**config.mk**
```make
export PLATFORM = sky130hd
export DESIGN_NAME = dither_stream_sequencer
export DESIGN_NICKNAME = d
export VERILOG_FILES = /design/src/rtl/dither_pkg.sv /design/src/rtl/dither_seq_delay.sv /design/src/rtl/dither_stream_sequencer.sv
export SDC_FILE = /design/constraint.sdc
export NUM_CORES = 1
export LEC_CHECK = 0
export ABC_AREA = 1
export CORE_AREA = 2 2 87 89
export CTS_BUF_LIST = sky130_fd_sc_hd__clkbuf_4 sky130_fd_sc_hd__clkbuf_8
export CTS_CLUSTER_DIAMETER = 80
export DETAILED_ROUTE_END_ITERATION = 8
export DIE_AREA = 0 0 89 91
export GPL_TIMING_DRIVEN = 1
export PLACE_DENSITY = 0.88
export SYNTH_ARGS = -nofsm -noshare
export SYNTH_HDL_FRONTEND = slang
export SYNTH_SLANG_ARGS = --single-unit
```
**constraint.sdc**
```tcl
create_clock -name clk -period 1.94 [get_ports clk]
set_clock_uncertainty 0.1 [all_clocks]
set_input_delay 0.388 -clock clk [delete_from_list [all_inputs] [get_ports clk]]
set_output_delay 0.388 -clock clk [all_outputs]
set_load 0.005 [all_outputs]
```
**src/rtl/dither_pkg.sv**
```systemverilog
// ---------------------------------------------------------------------------
// dither_pkg
// Shared types and defaults for the dither stream sequencer.
//   dmode_e     : dither mode latched per frame (3 folds to bypass)
//   seq_state_e : line sequencer states
//   map_mode()  : raw cfg_mode -> dmode_e
// ---------------------------------------------------------------------------
package dither_pkg;

  localparam int DEF_PIXEL_RATE   = 4;
  localparam int DEF_FLUSH_CYCLES = 2;

  typedef enum logic [1:0] {
    DM_BYPASS = 2'd0,
    DM_Y4     = 2'd1,
    DM_Y1     = 2'd2
  } dmode_e;

  typedef enum logic [2:0] {
    IDLE    = 3'd0,
    VSYNC   = 3'd1,
    WAIT_DE = 3'd2,
    ACTIVE  = 3'd3,
    PAD     = 3'd4,
    FLUSH   = 3'd5
  } seq_state_e;

  // Reserved encoding 3 behaves as bypass downstream, so it is folded here.
  function automatic dmode_e map_mode(input logic [1:0] m);
    case (m)
      2'd1:    return DM_Y4;
      2'd2:    return DM_Y1;
      default: return DM_BYPASS;
    endcase
  endfunction

endpackage

```
**src/rtl/dither_seq_delay.sv**
```systemverilog
// ---------------------------------------------------------------------------
// dither_seq_delay
// Fixed-latency delay line, DEPTH register stages of a W-bit bus, cleared by
// the asynchronous reset.
//   clk, rst_n : clock, async active-low reset
//   d_i        : input bus
//   q_o        : d_i delayed DEPTH cycles
// ---------------------------------------------------------------------------
module dither_seq_delay #(
  parameter int W     = 1,
  parameter int DEPTH = 1
) (
  input  logic         clk,
  input  logic         rst_n,
  input  logic [W-1:0] d_i,
  output logic [W-1:0] q_o
);

  logic [DEPTH-1:0][W-1:0] vld_pipe_q;

  always_ff @(posedge clk or negedge rst_n) begin
    if (!rst_n) begin
      vld_pipe_q <= '0;
    end else begin
      vld_pipe_q[0] <= d_i;
      for (int i = 1; i < DEPTH; i++) vld_pipe_q[i] <= vld_pipe_q[i-1];
    end
  end

  assign q_o = vld_pipe_q[DEPTH-1];

endmodule

```
**src/rtl/dither_stream_sequencer.sv**
```systemverilog
// ---------------------------------------------------------------------------
// dither_stream_sequencer
// Turns raw vsync/hsync/de video timing into the error-diffusion ditherer's
// vsync/hsync/in_valid protocol with a fixed number of pixel groups per line:
// short lines are padded with cfg_fill, long lines are truncated.
//
// Optional build macro DITHER_SEQ_STATS_EN adds frame_cnt / pad_cnt.
//
// Ports:
//   clk, rst_n           clock, async active-low reset
//   vin_vsync/hsync/de   source timing (hsync unused: line ends come from de)
//   vin_pix              source pixel group
//   cfg_h_groups/mode/fill  per-frame config, sampled on the vsync rising edge
//   dth_vsync            1-cycle frame pulse to the ditherer
//   dth_hsync            held high between lines (clears error registers)
//   dth_in_valid, dth_in ditherer pixel group input
//   mode_q               mode latched for the current frame
//   out_valid            dth_in_valid aligned to the ditherer output register
//   line_short/line_long sticky per-frame pad / truncate flags
//   frame_cnt, pad_cnt   (DITHER_SEQ_STATS_EN only) frame / pad-group counters
// ---------------------------------------------------------------------------
module dither_stream_sequencer
  import dither_pkg::*;
#(
  parameter int PIXEL_RATE   = DEF_PIXEL_RATE,
  parameter int INPUT_BITS   = 8,
  parameter int GBITS        = 10,
  parameter int FLUSH_CYCLES = DEF_FLUSH_CYCLES
) (
  input  logic                             clk,
  input  logic                             rst_n,
  input  logic                             vin_vsync,
  input  logic                             vin_hsync,
  input  logic                             vin_de,
  input  logic [INPUT_BITS*PIXEL_RATE-1:0] vin_pix,
  input  logic [GBITS-1:0]                 cfg_h_groups,
  input  logic [1:0]                       cfg_mode,
  input  logic [INPUT_BITS-1:0]            cfg_fill,
  output logic                             dth_vsync,
  output logic                             dth_hsync,
  output logic                             dth_in_valid,
  output logic [INPUT_BITS*PIXEL_RATE-1:0] dth_in,
  output logic [1:0]                       mode_q,
  output logic                             out_valid,
`ifdef DITHER_SEQ_STATS_EN
  output logic [15:0]                      frame_cnt,
  output logic [15:0]                      pad_cnt,
`endif
  output logic                             line_short,
  output logic                             line_long
);

  localparam int LW = INPUT_BITS * PIXEL_RATE;
  // FLUSH holds FLUSH_CYCLES+1 state cycles: the first one still shows the
  // final group on the registered outputs, the rest are the idle flush.
  localparam int FW = (FLUSH_CYCLES > 0) ? $clog2(FLUSH_CYCLES + 1) : 1;

  seq_state_e              state_q, state_d;
  logic [GBITS-1:0]        gcnt_q, gcnt_d, hgrp_q, hgrp_d, gnext;
  logic [FW-1:0]           fcnt_q, fcnt_d;
  logic [INPUT_BITS-1:0]   fill_q, fill_d;
  logic [1:0]              mode_d;
  logic                    vs_q, vs_rise;
  logic                    drop_q, drop_d;
  logic                    vld_d, short_d, long_d;
  logic [LW-1:0]           pix_d;
  logic [PIXEL_RATE-1:0][INPUT_BITS-1:0] fill_lanes;
  logic                    unused_hsync;

  assign unused_hsync = vin_hsync;
  assign vs_rise      = vin_vsync & ~vs_q;
  assign gnext        = gcnt_q + GBITS'(1);

  for (genvar l = 0; l < PIXEL_RATE; l++) begin : g_fill
    assign fill_lanes[l] = fill_q;
  end

  // drop_q: the source is still inside a line that already reached its group
  // count; further de groups are excess until de drops.
  always_comb begin
    state_d = state_q;
    gcnt_d  = gcnt_q;
    fcnt_d  = fcnt_q;
    hgrp_d  = hgrp_q;
    fill_d  = fill_q;
    mode_d  = mode_q;
    drop_d  = drop_q & vin_de;
    vld_d   = 1'b0;
    pix_d   = vin_pix;
    short_d = line_short;
    long_d  = line_long;

    if (vs_rise) begin
      // vsync wins over everything, including a coincident de group
      state_d = VSYNC;
      hgrp_d  = cfg_h_groups;
      mode_d  = map_mode(cfg_mode);
      fill_d  = cfg_fill;
      short_d = 1'b0;
      long_d  = 1'b0;
      gcnt_d  = '0;
      fcnt_d  = '0;
      drop_d  = 1'b0;
    end else begin
      case (state_q)
        IDLE: ;
        VSYNC: begin
          state_d = WAIT_DE;
          gcnt_d  = '0;
        end
        WAIT_DE: begin
          if (vin_de) begin
            if (drop_q || hgrp_q == '0) begin
              long_d = 1'b1;
            end else begin
              vld_d  = 1'b1;
              gcnt_d = GBITS'(1);
              if (hgrp_q == GBITS'(1)) begin
                state_d = FLUSH;
                fcnt_d  = '0;
                drop_d  = 1'b1;
              end else begin
                state_d = ACTIVE;
              end
            end
          end
        end
        ACTIVE, PAD: begin
          // every cycle in a line emits a group: source or fill
          vld_d  = 1'b1;
          gcnt_d = gnext;
          if (state_q == PAD || !vin_de) begin
            pix_d   = fill_lanes;
            short_d = 1'b1;
          end
          if (state_q == PAD && vin_de) long_d = 1'b1;
          if (gnext == hgrp_q) begin
            state_d = FLUSH;
            fcnt_d  = '0;
            drop_d  = vin_de;
          end else if (!vin_de) begin
            state_d = PAD;
          end
        end
        FLUSH: begin
          if (vin_de && drop_q) long_d = 1'b1;
          if (fcnt_q == FW'(FLUSH_CYCLES)) state_d = WAIT_DE;
          else                             fcnt_d  = fcnt_q + FW'(1);
        end
        default: state_d = IDLE;
      endcase
    end
  end

  always_ff @(posedge clk or negedge rst_n) begin
    if (!rst_n) begin
      state_q      <= IDLE;
      gcnt_q       <= '0;
      fcnt_q       <= '0;
      hgrp_q       <= '0;
      fill_q       <= '0;
      vs_q         <= 1'b0;
      drop_q       <= 1'b0;
      dth_vsync    <= 1'b0;
      dth_hsync    <= 1'b0;
      dth_in_valid <= 1'b0;
      dth_in       <= '0;
      mode_q       <= '0;
      line_short   <= 1'b0;
      line_long    <= 1'b0;
    end else begin
      state_q      <= state_d;
      gcnt_q       <= gcnt_d;
      fcnt_q       <= fcnt_d;
      hgrp_q       <= hgrp_d;
      fill_q       <= fill_d;
      vs_q         <= vin_vsync;
      drop_q       <= drop_d;
      dth_vsync    <= (state_d == VSYNC);
      dth_hsync    <= (state_d == WAIT_DE);
      dth_in_valid <= vld_d;
      dth_in       <= pix_d;
      mode_q       <= mode_d;
      line_short   <= short_d;
      line_long    <= long_d;
    end
  end

  // ditherer output register is one stage behind its input
  dither_seq_delay #(.W(1), .DEPTH(1)) u_ovld (
    .clk   (clk),
    .rst_n (rst_n),
    .d_i   (dth_in_valid),
    .q_o   (out_valid)
  );

`ifdef DITHER_SEQ_STATS_EN
  logic pad_grp;
  assign pad_grp = !vs_rise && ((state_q == PAD) || (state_q == ACTIVE && !vin_de));

  always_ff @(posedge clk or negedge rst_n) begin
    if (!rst_n) begin
      frame_cnt <= '0;
      pad_cnt   <= '0;
    end else begin
      if (state_q == VSYNC) frame_cnt <= frame_cnt + 16'd1;
      if (pad_grp && pad_cnt != 16'hFFFF) pad_cnt <= pad_cnt + 16'd1;
    end
  end
`endif

endmodule

```
==> metrics.sh <==
VIAS=3397
START_UTIL_PCT=48.8
YOSYS_REGISTER_BITS=75
NFILLCELLS=527
CRITICAL_PATH.TOP_DELAY_FAMILY='simple AND/OR/NAND/NOR gates'
SYNTH_LARGEST_AREA_CELL='sky130_fd_sc_hd__dfrtp_1'
DRT-WIRELENGTH-PER-CELL_UM=14.7
ANTENNA_CELLS=0
FIN_WORST_HOLD_SLACK_NS=0.296
WORST_IR_DROP_VDD_uV=568
PLACE.DETAILED.HPWL_MM=6.95
OUTCOME='completed'
CLK_PATH_BUF_DEPTH=2
YOSYS_WARNINGS=0
P_INT_mW=3.23
NUM_IO_PINS=97
FIN_UTIL_PCT=70.3
DIE_AREA_UM2=8100
ROUTE.ANTENNA.REMAINING_NETS=0
POWER_SWITCHING_SHARE_PCT=32.4
MAX-SLEW-MARGIN-REL_PCT=75.7
PLACE.GP.CONGESTION=0.881
TIMING.CRITICAL_PATH.FROM_TYPE='flop'
NETLIST_INSTANCES=438
NETLIST_TOP_CELLS_AREA='sky130_fd_sc_hd__dfrtp_1 54%, sky130_fd_sc_hd__nand2_1 20%, sky130_fd_sc_hd__nand3_1 5.5%'
PLACED_CELLS_INCL_TAPS=639
GRT_REMAINING_OVERFLOW=0
SYNTHARSTFLOPSHARE_PCT=100
PLACEMENT_ROWS=31
CP_MAX_STAGE_DELAY_NS=0.41
CLOCK_TREE.HTREE_LEVEL_COUNT=3
AVG_SYNTHESIZED_CELL_AREA_UM2=7.95
P_CLK_SHARE_PCT=29.6
COREAREA_UM2=7140
KIND_OF_CRITICAL_PATH='reg2reg'
GRT_START_MAX_NET_PINS=49
NETSWITCHINGPOWER_mW=1.54
POWER.DENSITY_nW_PER_UM2=951
TIMING.SETUP.TNS_NS=0
CAP_VIOLATIONS=0
CRIT_PATH_CELL_TRACE='buf_4 > nand3_2 > nor2_4 > nand3_2 > nand3_1 > nand2_2 > nor2_4 > nand4_4 > nand2_4 > nand2_4 > nand2_2 > nand2_1'
CTS.SINK_COUNT=75
FIN_TOTAL_PWR_mW=4.77
RSZ_0062_RAISED_AFTER_GLOBAL_ROUTING='true'
FINAL_MAX_SLEW_VIOL_COUNT=0
DRT_ITER0_MARKERS=305
FF_LATCH_AREA_UM2=1880
GRT_PASS1_WL_MM=15.4
SYNTH_SEQ_AREA_SHARE_PCT=53.9
TRITONCTS_CLOCK_TREE='yes'
SYNTHESIS.AREA_UM2=3480
STATIC-LEAKAGE-POWER_nW=2.48
CPMAXSTAGEDELAYCELL='sky130_fd_sc_hd__dfrtp_1'
CP.ARRIVAL_NS=2.08
WORST_SKEW_PAIR.LATE_LATENCY_NS=0.36
SEQUENTIALPOWERSHARE_PCT=40.4
HOLD_VIOLATIONS=0
SETUP_VIOLATIONS=0
MAPPED_NETS=497
SYNTHDOMINANTCELLAREASHARE_PCT=53.9
CLKSLEWWORSTSETUPHOLDPATHS_NS=0.09
BUFFER_PORTS.INSERTED=95
CTS_INSERTED_BUFFERS=9
FMAX_GHz=0.522
COMB_POWER_SHARE_PCT=30.0
ROUTED_VIA_DENSITY=5.17
MULTIINPUTGATEAREA_UM2=1500
YOSYS.CELL_TYPES.COUNT=28
FLOORPLAN.DIE.WIDTH_UM=89
NUMBER_OF_ANTENNA_VIOLATIONS_AT_THE_FIRST_CHECK_IN_GLOBAL_ROUTING=0
DRIVE_ABOVE_1_SHARE_PCT=14.3
CTS-ROOT-BUF='sky130_fd_sc_hd__clkbuf_8'
AREA_GROWTH_FROM_SYNTHESIS_TO_LAYOUT_PCT=44.0
SYNTH_ENABLE_FLOP_CELLS=0
CP.REQUIRED_NS=2.10
FINAL_NETS=612
WORSTHOLDPATHTYPE='reg2reg'
INSTANCES_NO_FILL=657
DRT-PASS1-ITER-COUNT=5
LAYOUT_MIN_CYCLE_TIME_NS=1.92
CP_NUM_BUF_INV=1
VIAS_IN_THE_FIRST_GLOBAL_ROUTE=3355
DRT_WL_TOTAL_MM=9.65
POSTSYNTH.TOPFLOPCELL='sky130_fd_sc_hd__dfrtp_1'
WORST_SETUP_PATH_END_KIND='flop'
TIMING.FINAL.CRIT_SHARE_PCT=98.8
DRC_ERRORS=0
TRACK_USAGE_PCT=24.7
WORST_SLEW_PIN_SLEW_NS=0.365
WORSTPATHMAXFANOUT=5
DIE_Y_UM=91
metal layers:
layer	share of wire, %	global-route usage, %
met4	3.3	12.8
met3	5.8	3.00
met2	52	41.2
met5	0	0
met1	39	30.8
cell type report:
class / count / share of cell area (%)
tap: 99 / 2.47
clock buffer: 9 / 2.47
clock inverter: 7 / 2.12
multi-input combinational: 307 / 29.8
timing repair buffer: 113 / 22.1
inverter: 47 / 3.52
sequential: 75 / 37.5
stage by stage:
step	worst slack, ns	cell area (um2)
finish	0.0231	5020
global route	-0.100	5020
global placement	-0.116	4660
detailed placement	-0.222	4660
CTS	0.0181	4910
floorplan	0.190	3480
cells in the final DEF, fill, tap and decap left out, drive strengths merged, types with 7 or more instances in the layout:
master / synthesis / layout
buf: 4 / 18
clkbuf: 5 / 9
clkdlybuf4s50: 0 / 94
dfrtp: 75 / 75
inv: 47 / 51
nand2: 194 / 194
nand3: 41 / 41
nand4: 7 / 7
nor2: 24 / 24
o21ai: 15 / 15
synth_stat cells, types with 3 or more instances:
cell	number
sky130_fd_sc_hd__nand2_1	187
sky130_fd_sc_hd__dfrtp_1	75
sky130_fd_sc_hd__inv_1	44
sky130_fd_sc_hd__nand3_1	38
sky130_fd_sc_hd__nor2_1	18
sky130_fd_sc_hd__o21ai_0	15
sky130_fd_sc_hd__nand2_2	7
sky130_fd_sc_hd__nand4_1	6
sky130_fd_sc_hd__clkbuf_1	5
sky130_fd_sc_hd__o22ai_1	5
sky130_fd_sc_hd__a21oi_1	4
sky130_fd_sc_hd__nor2_4	4
sky130_fd_sc_hd__nor3_1	4
sky130_fd_sc_hd__a31oi_1	3
sky130_fd_sc_hd__buf_2	3
sky130_fd_sc_hd__inv_2	3
sky130_fd_sc_hd__nand3_2	3
kinds of logic (layout without fill, tap and decap cells):
| group | count (synthesis) | after routing | share of synthesized area (%) |
|---|---|---|---|
| flops | 75 | 75 | 53.9 |
| fa+ha+maj | 2 | 2 | 0.718 |
| simple gates | 274 | 274 | 34.2 |
| buf+inv | 56 | 176 | 6.14 |
| compound gates | 31 | 31 | 5.06 |
power groups by stage:
stage	registers, mW	clock network (mW)	logic [mW]
finish	1.93	1.41	1.43
global route	1.96	1.50	1.56
CTS	1.92	1.42	1.35
detailed placement	1.95	0	1.33
global placement	1.94	0	1.29
floorplan	1.96	0	0.608
sequential cells by signal, summed over array words and instances (netlist names):
register,count
drop_q,1
dth_hsync,1
dth_in,32
dth_in_valid,1
dth_vsync,1
fcnt_q,2
fill_q,8
gcnt_q,10
hgrp_q,10
line_long,1
line_short,1
mode_q,2
state_q,3
u_ovld.q_o,1
vs_q,1
repair_timing:
action / 4_1_cts / 5_1_grt
pin swaps: 3 / 11
setup endpoints to repair: 4 / 9
buffers inserted: 0 / 1
endpoints found under the hold margin: 27 / 0
gates resized for setup: 2 / 28
hold buffers: 1 / 0
path summary, 6_finish.rpt:
check,start,endpoint,slack (ns),depth (start not counted)
setup reg to reg,gcnt_q[0]$_DFFE_PN0P_,fcnt_q[0]$_DFFE_PN0P_,0.02,12
hold reg to reg,dth_in_valid$_DFF_PN0_,u_ovld.q_o$_DFF_PN0_,0.30,0
setup / recovery,gcnt_q[0]$_DFFE_PN0P_,fcnt_q[0]$_DFFE_PN0P_,0.02,12
hold / removal,dth_in_valid$_DFF_PN0_,u_ovld.q_o$_DFF_PN0_,0.30,0
max in group asynchronous,rst_n,gcnt_q[2]$_DFFE_PN0P_,0.80,3
min in group asynchronous,rst_n,state_q[0]$_DFF_PN0_,0.37,2
No activity file was read; power rests on OpenSTA's default activity.
